### config.mk
export PLATFORM = sky130hd
export DESIGN_NAME = tmr_voter_monitor
export DESIGN_NICKNAME = d
export VERILOG_FILES = /design/src/rtl/tmr_voter_monitor.sv
export SDC_FILE = /design/constraint.sdc
export NUM_CORES = 1
export LEC_CHECK = 0
export CAP_MARGIN = 20
export CORE_ASPECT_RATIO = 1.5
export CORE_MARGIN = 3
export CORE_UTILIZATION = 27
export CTS_BUF_LIST = sky130_fd_sc_hd__clkbuf_4 sky130_fd_sc_hd__clkbuf_8
export DETAILED_ROUTE_END_ITERATION = 8
export SLEW_MARGIN = 20
export SYNTH_ARGS = -nofsm -noshare
export SYNTH_HDL_FRONTEND = slang
export SYNTH_SLANG_ARGS = --single-unit
### constraint.sdc
create_clock -name clk -period 8.3 [get_ports clk]
set_input_delay 1.66 -clock clk [delete_from_list [all_inputs] [get_ports clk]]
set_output_delay 1.66 -clock clk [all_outputs]
set_load 0.05 [all_outputs]
### src/rtl/tmr_voter_monitor.sv
// ---------------------------------------------------------------------------
// tmr_voter_monitor
//
// Registered majority voter for a triplicated (TMR) bus. It also works out
// which replica disagreed, keeps sticky and failed flags per replica, counts
// mismatch cycles in a saturating counter, and detects persistent faults.
// When one replica fails, the block drops it and runs from the remaining pair
// (DEGRADED). When a second failure appears, the block reports FATAL.
//
// Parameters
//   WIDTH     data width per replica
//   REG_OUT   1: out/tmrErr registered (1-cycle latency), 0: combinational
//   CNT_WIDTH width of the saturating mismatch counter errCnt
//   PERSIST   consecutive deviating cycles (>=1) that declare a failure
//
// Ports
//   clk, rst           clock, synchronous active-high reset
//   inA, inB, inC      the three replicas
//   clr                synchronous clear of counters/flags, state -> TRIPLE
//   out, tmrErr        voted data and mismatch flag for the same sample
//   errA/B/C           sticky: replica deviated from the majority (TRIPLE)
//   failA/B/C          replica declared failed
//   fatal              two or more failures (state FATAL)
//   errCnt             saturating count of mismatch cycles
//   dbgState           current voter state (TRIPLE/DEGRADED/FATAL)
// ---------------------------------------------------------------------------
module tmr_voter_monitor #(
    parameter int WIDTH     = 8,
    parameter int REG_OUT   = 1,
    parameter int CNT_WIDTH = 16,
    parameter int PERSIST   = 4
) (
    input  logic                 clk,
    input  logic                 rst,
    input  logic [WIDTH-1:0]     inA,
    input  logic [WIDTH-1:0]     inB,
    input  logic [WIDTH-1:0]     inC,
    input  logic                 clr,
    output logic [WIDTH-1:0]     out,
    output logic                 tmrErr,
    output logic                 errA,
    output logic                 errB,
    output logic                 errC,
    output logic                 failA,
    output logic                 failB,
    output logic                 failC,
    output logic                 fatal,
    output logic [CNT_WIDTH-1:0] errCnt,
    output logic [1:0]           dbgState
);

    localparam int PW = (PERSIST < 1) ? 1 : $clog2(PERSIST + 1);
    localparam logic [PW-1:0]        P_MAX   = PW'(PERSIST);
    localparam logic [PW-1:0]        P_LAST  = PW'(PERSIST - 1);
    localparam logic [PW-1:0]        P_ONE   = PW'(1);
    localparam logic [CNT_WIDTH-1:0] CNT_ONE = CNT_WIDTH'(1);

    typedef enum logic [1:0] {
        ST_TRIPLE   = 2'd0,
        ST_DEGRADED = 2'd1,
        ST_FATAL    = 2'd2
    } state_t;

    // Registered state
    state_t                 state_q, state_d;
    logic [WIDTH-1:0]       out_q;
    logic                   tmr_err_q;
    logic [2:0]             err_q, err_d;     // index 0=A, 1=B, 2=C
    logic [2:0]             fail_q, fail_d;
    logic                   fatal_q, fatal_d;
    logic [CNT_WIDTH-1:0]   cnt_q, cnt_d;
    logic [PW-1:0]          run_q [3];
    logic [PW-1:0]          run_d [3];
    logic [PW-1:0]          pair_q, pair_d;   // DEGRADED disagreement run

    // Combinational voting terms
    logic [WIDTH-1:0]       maj;
    logic [2:0]             dev;
    logic [2:0]             hit;
    logic [WIDTH-1:0]       good1, good2;
    logic [WIDTH-1:0]       sel;
    logic                   mis;

    assign maj    = (inA & inB) | (inA & inC) | (inB & inC);
    assign dev[0] = |(inA ^ maj);
    assign dev[1] = |(inB ^ maj);
    assign dev[2] = |(inC ^ maj);

    // Surviving pair in DEGRADED, lower letter first so that good1 is the
    // replica forwarded to out.
    always_comb begin
        good1 = inA;
        good2 = inB;
        if (fail_q[0]) begin
            good1 = inB;
            good2 = inC;
        end else if (fail_q[1]) begin
            good2 = inC;
        end
    end

    always_comb begin
        sel = maj;
        mis = 1'b0;
        case (state_q)
            ST_TRIPLE: begin
                sel = maj;
                mis = |dev;
            end
            ST_DEGRADED: begin
                sel = good1;
                mis = |(good1 ^ good2);
            end
            ST_FATAL: begin
                sel = maj;
                mis = 1'b1;
            end
            default: begin
                sel = maj;
                mis = 1'b1;
            end
        endcase
    end

    // Next-state logic for every status register
    always_comb begin
        state_d = state_q;
        err_d   = err_q;
        fail_d  = fail_q;
        pair_d  = pair_q;
        hit     = 3'b000;
        for (int i = 0; i < 3; i++) begin
            run_d[i] = run_q[i];
        end

        if (mis && (cnt_q != '1)) begin
            cnt_d = cnt_q + CNT_ONE;
        end else begin
            cnt_d = cnt_q;
        end

        case (state_q)
            ST_TRIPLE: begin
                err_d = err_q | dev;
                for (int i = 0; i < 3; i++) begin
                    // A replica fails on the edge its run reaches PERSIST.
                    hit[i] = dev[i] && (run_q[i] == P_LAST);
                    if (!dev[i]) begin
                        run_d[i] = '0;
                    end else if (run_q[i] != P_MAX) begin
                        run_d[i] = run_q[i] + P_ONE;
                    end
                end
                fail_d = fail_q | hit;
                if (hit != 3'b000) begin
                    if ($onehot(hit)) begin
                        state_d = ST_DEGRADED;
                        pair_d  = '0;
                    end else begin
                        state_d = ST_FATAL;
                    end
                end
            end
            ST_DEGRADED: begin
                // Persistent disagreement in the surviving pair is a second
                // failure; which one is wrong is unknowable, so only FATAL.
                if (mis) begin
                    pair_d = pair_q + P_ONE;
                    if (pair_q == P_LAST) begin
                        state_d = ST_FATAL;
                    end
                end else begin
                    pair_d = '0;
                end
            end
            ST_FATAL: begin
                state_d = ST_FATAL;
            end
            default: begin
                state_d = ST_TRIPLE;
            end
        endcase

        // clr overrides the fault updates of this cycle.
        if (clr) begin
            state_d = ST_TRIPLE;
            err_d   = '0;
            fail_d  = '0;
            cnt_d   = '0;
            pair_d  = '0;
            for (int i = 0; i < 3; i++) begin
                run_d[i] = '0;
            end
        end

        fatal_d = (state_d == ST_FATAL);
    end

    always_ff @(posedge clk) begin
        if (rst) begin
            state_q   <= ST_TRIPLE;
            out_q     <= '0;
            tmr_err_q <= 1'b0;
            err_q     <= '0;
            fail_q    <= '0;
            fatal_q   <= 1'b0;
            cnt_q     <= '0;
            pair_q    <= '0;
            for (int i = 0; i < 3; i++) begin
                run_q[i] <= '0;
            end
        end else begin
            state_q   <= state_d;
            out_q     <= sel;
            tmr_err_q <= mis;
            err_q     <= err_d;
            fail_q    <= fail_d;
            fatal_q   <= fatal_d;
            cnt_q     <= cnt_d;
            pair_q    <= pair_d;
            for (int i = 0; i < 3; i++) begin
                run_q[i] <= run_d[i];
            end
        end
    end

    assign out      = (REG_OUT != 0) ? out_q : sel;
    assign tmrErr   = (REG_OUT != 0) ? tmr_err_q : mis;
    assign errA     = err_q[0];
    assign errB     = err_q[1];
    assign errC     = err_q[2];
    assign failA    = fail_q[0];
    assign failB    = fail_q[1];
    assign failC    = fail_q[2];
    assign fatal    = fatal_q;
    assign errCnt   = cnt_q;
    assign dbgState = state_q;

endmodule
* Word-level counts from Yosys, hierarchy flattened
Memory sizes are Yosys's and may differ from the RTL's. Index checks and enable logic that the tools add are counted. Widths: inputs -> output; s select.
Operators by class: multiplexer cells 29, add/sub/neg operators 7, equality and inequality tests 14, bitwise operators 14, reduce and logical (&&, ||, !) cells 14
Operators by type and width (number):
- $mux 3 | 12
- $mux 8 | 4
- $reduce_or 8->1 | 4
- $xor 8x8->8 | 4
- $and 8x8->8 | 3
- $reduce_or 24->1 | 1
- $mux 9 | 2
- $add 16x1->16 const B | 1
- $ne 16x16->1 const B | 1
- $or 8x8->8 | 2
- $add 3x1->3 const B | 4
- $eq 3x2->1 const B | 4
- $mux 2 | 5
- $ne 3x3->1 const B | 3
- $or 3x3->3 | 2
- $pmux 2 s3 | 1
- $pmux 3 s2 | 1
- $eq 2x1->1 const B | 2
- $eq 2x2->1 const B | 2
- $logic_and 1x1->1 | 4
- $ne 2x2->1 const B | 2
- $mux 1 | 3
- $or 1x1->1 | 3
- $reduce_and 3->1 | 1
- other kinds (7) | 7
Word-level totals: word-level logic and storage cells 87, flip-flop bits (word level) 37, memory bits (writable) 9, memories 1
Memory list:
- run_q | words 3, bits a word 3, rd ports 3, clocked after Yosys merged registers in 0, write ports 3, RTL line 72 | logic [PW-1:0] run_q [3];

* Longest topological paths before layout
word-level depth 14, gate-level depth with buffers 12, gate-level depth less buffers 10

* Least setup slack after synthesis
OpenSTA, ideal clock, no wires.
path type input-to-reg, start point input inC[0], end point register pair_q[1], data arrival time 3857 ps, slack 4311 ps, stages 11, required time 8168 ps, library setup time 132 ps, cell sequence buf_6 -> or3b_1 -> o2111ai_1 -> or4_1 -> buf_2 -> nand2_1 -> fa_1 -> nand2b_1 -> a31o_2 -> a22oi_1 -> o22ai_1
On the way: cells in the longest elaborated chain, start to end 11
Ends and longest elaborated chain:
- from (decl) | RTL line 37 | input logic [WIDTH-1:0] inC,
- $and 8x8->8 | RTL line 84 | assign maj = (inA & inB) | (inA & inC) | (inB & inC);
- $or 8x8->8 (2 in series) | RTL line 84
- $xor 8x8->8 (on tied branches) | RTL line 85, 86
- $reduce_or 8->1 (on tied branches) | RTL line 85, 86
- $logic_and 1x1->1 | RTL line 147 | hit[i] = dev[i] && (run_q[i] == P_LAST);
- $add 1x1->2 (implied by the code) | RTL line 156 | if ($onehot(hit)) begin
- $add 2x1->2 (implied by the code) | RTL line 156
- $eq 2x1->1 | RTL line 156
- $ne 2x2->1 (no line)
- $reduce_and 3->1 (no line)
- to (signal assigned) | RTL line 220 | pair_q <= pair_d;
- to (decl) | RTL line 74 | logic [PW-1:0] pair_q, pair_d;
Parallel ways exist; a longest one is shown, timed or not. A chain may end at the register's enable or synchronous reset.

* Worst setup path in the final report
start point input inC[6], end point register pair_q[1]
Same word-level chain as after synthesis.

==> reports/metrics.yaml <==
status: "completed"
die_area_um2: 13800
synthCells: 421
comb_power_share_pct: 21.4
dp_slack_ns: 3.17
p_total_uw: 516
grt.busiest_layer: "met2"
grt-ovfl-total: 0
arrival_ns: 5.05
finalSetupViolCount: 0
clock_path_buffers: 2
synth.area.top_cells: "dfxtp_1 (28%), ha_1 (4.5%), nand2_1 (4.5%)"
h-tree-depth: 2
diodes: 0
die_y_um: 142
placement.io_buffers: 60
grtUsageMet1_pct: 15.8
finalCritPeriodShare_pct: 58.7
end_kind: "flip-flop"
post-route-drc-count: 0
finalClockSkew_ns: 0.0106
die_w_um: 96.9
crit_path_max_fanout: 9
whs_ns: 0.463
drt_wl_total_mm: 9.40
cts_hold_buf: 0
r2r_cells: 8
final_nets: 491
p_int_uw: 362
p_sw_uw: 154
cts.sinks: 46
fin_setup_tns_ns: 0
required_ns: 8.48
syn2layout_area_growth_pct: 20.9
cts_setup_buffers: 0
grt_usage_pct: 13.4
detail-route-antenna-nets: 0
path_depth: 10
min_path_cells: 2
max_freq_ghz: 0.205
yosysSeqAreaShare_pct: 27.5
cp_cell_sequence: "clkdlybuf4s50_1 -> nor2b_1 -> a2111oi_0 -> nand4_1 -> nand2_1 -> fa_1 -> nand2b_1 -> a31o_2 -> a22oi_1 -> o22ai_1"
start_util_pct: 27.7
p_per_area_nw_per_um2: 128
maxSlewHeadroom_pct: 34.4
yosys_warnings: 0
start_kind: "primary input"
use_met2_pct: 24.9
hold_violations: 0
num-fill-cells: 1289
root_buffer: "clkbuf_8"
drive_above_1_share_pct: 5.31
max_stage_delay_ns: 0.66
drt_pass1_iterations: 4
synth_edf_count: 0
post_cts_resized: 0
cts_tree: "done"
layout_min_cycle_time_ns: 4.87
dp_hpwl_mm: 6.98
worstSetupPathType: "in -> reg"
synth_top_area_share_pct: 27.5
crit_buf_inv: 1
avgSynthCellArea_um2: 7.95
grt_max_degree: 30
grt_pass1_vias: 3041
cp_slowest_cell: "a2111oi_0"
synth.most_common_cell: "dfxtp_1"
drv_cap: 0
ys_types: 60
drt-initial-drc-count: 142
vias: 3266
gp_congestion: 0.824
core_area_um2: 12100
finalWorstSetupSlack_ns: 3.43
tightest_slew_ns: 0.980
netlist_area_um2: 3350
synth.ff_latch_count: 46
clock_power_share_pct: 33.9
insertion_delay_ns: 0.31
grt_util_met3_pct: 2.11
rows: 49
peakVddDrop_mv: 0.0596
slew_violations: 0
synth_flop_cell: "dfxtp_1"
wl_per_cell_um: 15.5
seq_power_share_pct: 44.7
critPathTopFamily: "compound AO/OA/AOI/OAI gates"
holdCritPathClass: "reg -> reg"
swShare_pct: 29.8
synthArstFlopShare_pct: 0
cts_buffers: 5
synth_top_area_cell: "dfxtp_1"
grt_pass1_wl_mm: 15.3
antenna_found_initial: 0
io_pins: 61
post-route-util_pct: 33.5
rsz0062_at_grt: "no"
p_leak_uw: 0.00133
via_per_inst: 5.40
clkTransAtPathRegs_ns: 0.09
synthTopCellsByCount: "dfxtp_1 (46), nand2_1 (40), nor2_1 (31)"
syn-num-nets: 461
-- worst paths after layout --
check,from,to,slack (ns)
max,inC[6],pair_q[1],3.43
min,pair_q[1],pair_q[1],0.46
max reg2reg,dbgState[0],dbgState[0],5.48
min reg2reg,pair_q[1],pair_q[1],0.46
-- per-stage QoR --
stage                     cell area (um^2)  instances
after floorplan                       3350        421
after global placement                3930        597
after detailed placement              3930        597
after CTS                             4040        605
after global routing                  4040        605
final                                 4040        605
-- cell families (layout without fill, tap and decap cells) --
group	count (synthesis)	after routing	share of synthesized area, %
fa+ha+maj	13	13	5.09
mux	14	14	4.19
buf+inv	57	88	8.53
simple gates	175	175	29.6
compound gates	105	105	22.2
xor+xnor	11	11	2.88
flops	46	46	27.5
-- tightest hold or removal path, stage by stage (launching register included) --
cell and delay [ns]:
dfxtp_1 0.32, inv_1 0.05, o22ai_1 0.05
-- state kept, by name, indices dropped and copies added, names as in the netlist --
name and cells:
errCnt 16, run_q 9, out 8, err_q 3
fail_q 3, pair_q 3, dbgState 2, fatal 1
tmrErr 1
-- power by group through the flow --
stage	registers (uW)	logic, uW	clock network (uW)
2_1_floorplan	251	62.5	0
3_3_place_gp	236	108	0
3_5_place_dp	236	110	0
4_1_cts	231	110	178
5_1_grt	232	120	185
6_report	231	110	175
-- cell type report --
class                   instances  area, um^2  area share [%]
clock inverters                 3        43.8            1.08
well taps                     153         191            4.73
clock buffers                   5        68.8            1.70
repair buffers                 61         608            15.0
multi-input cells             318        2140            52.9
inverters                      19        71.3            1.76
flip-flops and latches         46         921            22.8
-- per-layer routing --
layer	up-vias	wire, um
li1	1609	-
met1	1568	4080
met2	80	4800
met3	9	379
met4	0	136
met5	-	0
-- cell usage in the layout (no fill, tap or decap), types with 3 or more instances in the layout --
cell and count:
inv_1 19, or4_1 9, o311ai_1 3, a21oi_1 17
o41ai_1 3, nand3_1 9, a31oi_1 13, or3b_1 5
o211ai_1 11, xnor2_1 7, clkdlybuf4s50_1 60, nor3b_1 7
o31ai_1 10, nor2_1 31, clkbuf_8 5, and3b_1 4
mux2i_1 14, nand2_1 40, ha_1 12, or3_1 8
nand2b_1 11, a211oi_1 3, or2_2 3, o21ai_0 13
o22ai_1 8, o2111ai_1 5, dfxtp_1 46, xor2_1 4
nor4_1 5, a22oi_1 4, nand3b_1 10, nor3_1 4
nor2b_1 7, nand4_1 8
(Power assumes the default switching activity.)
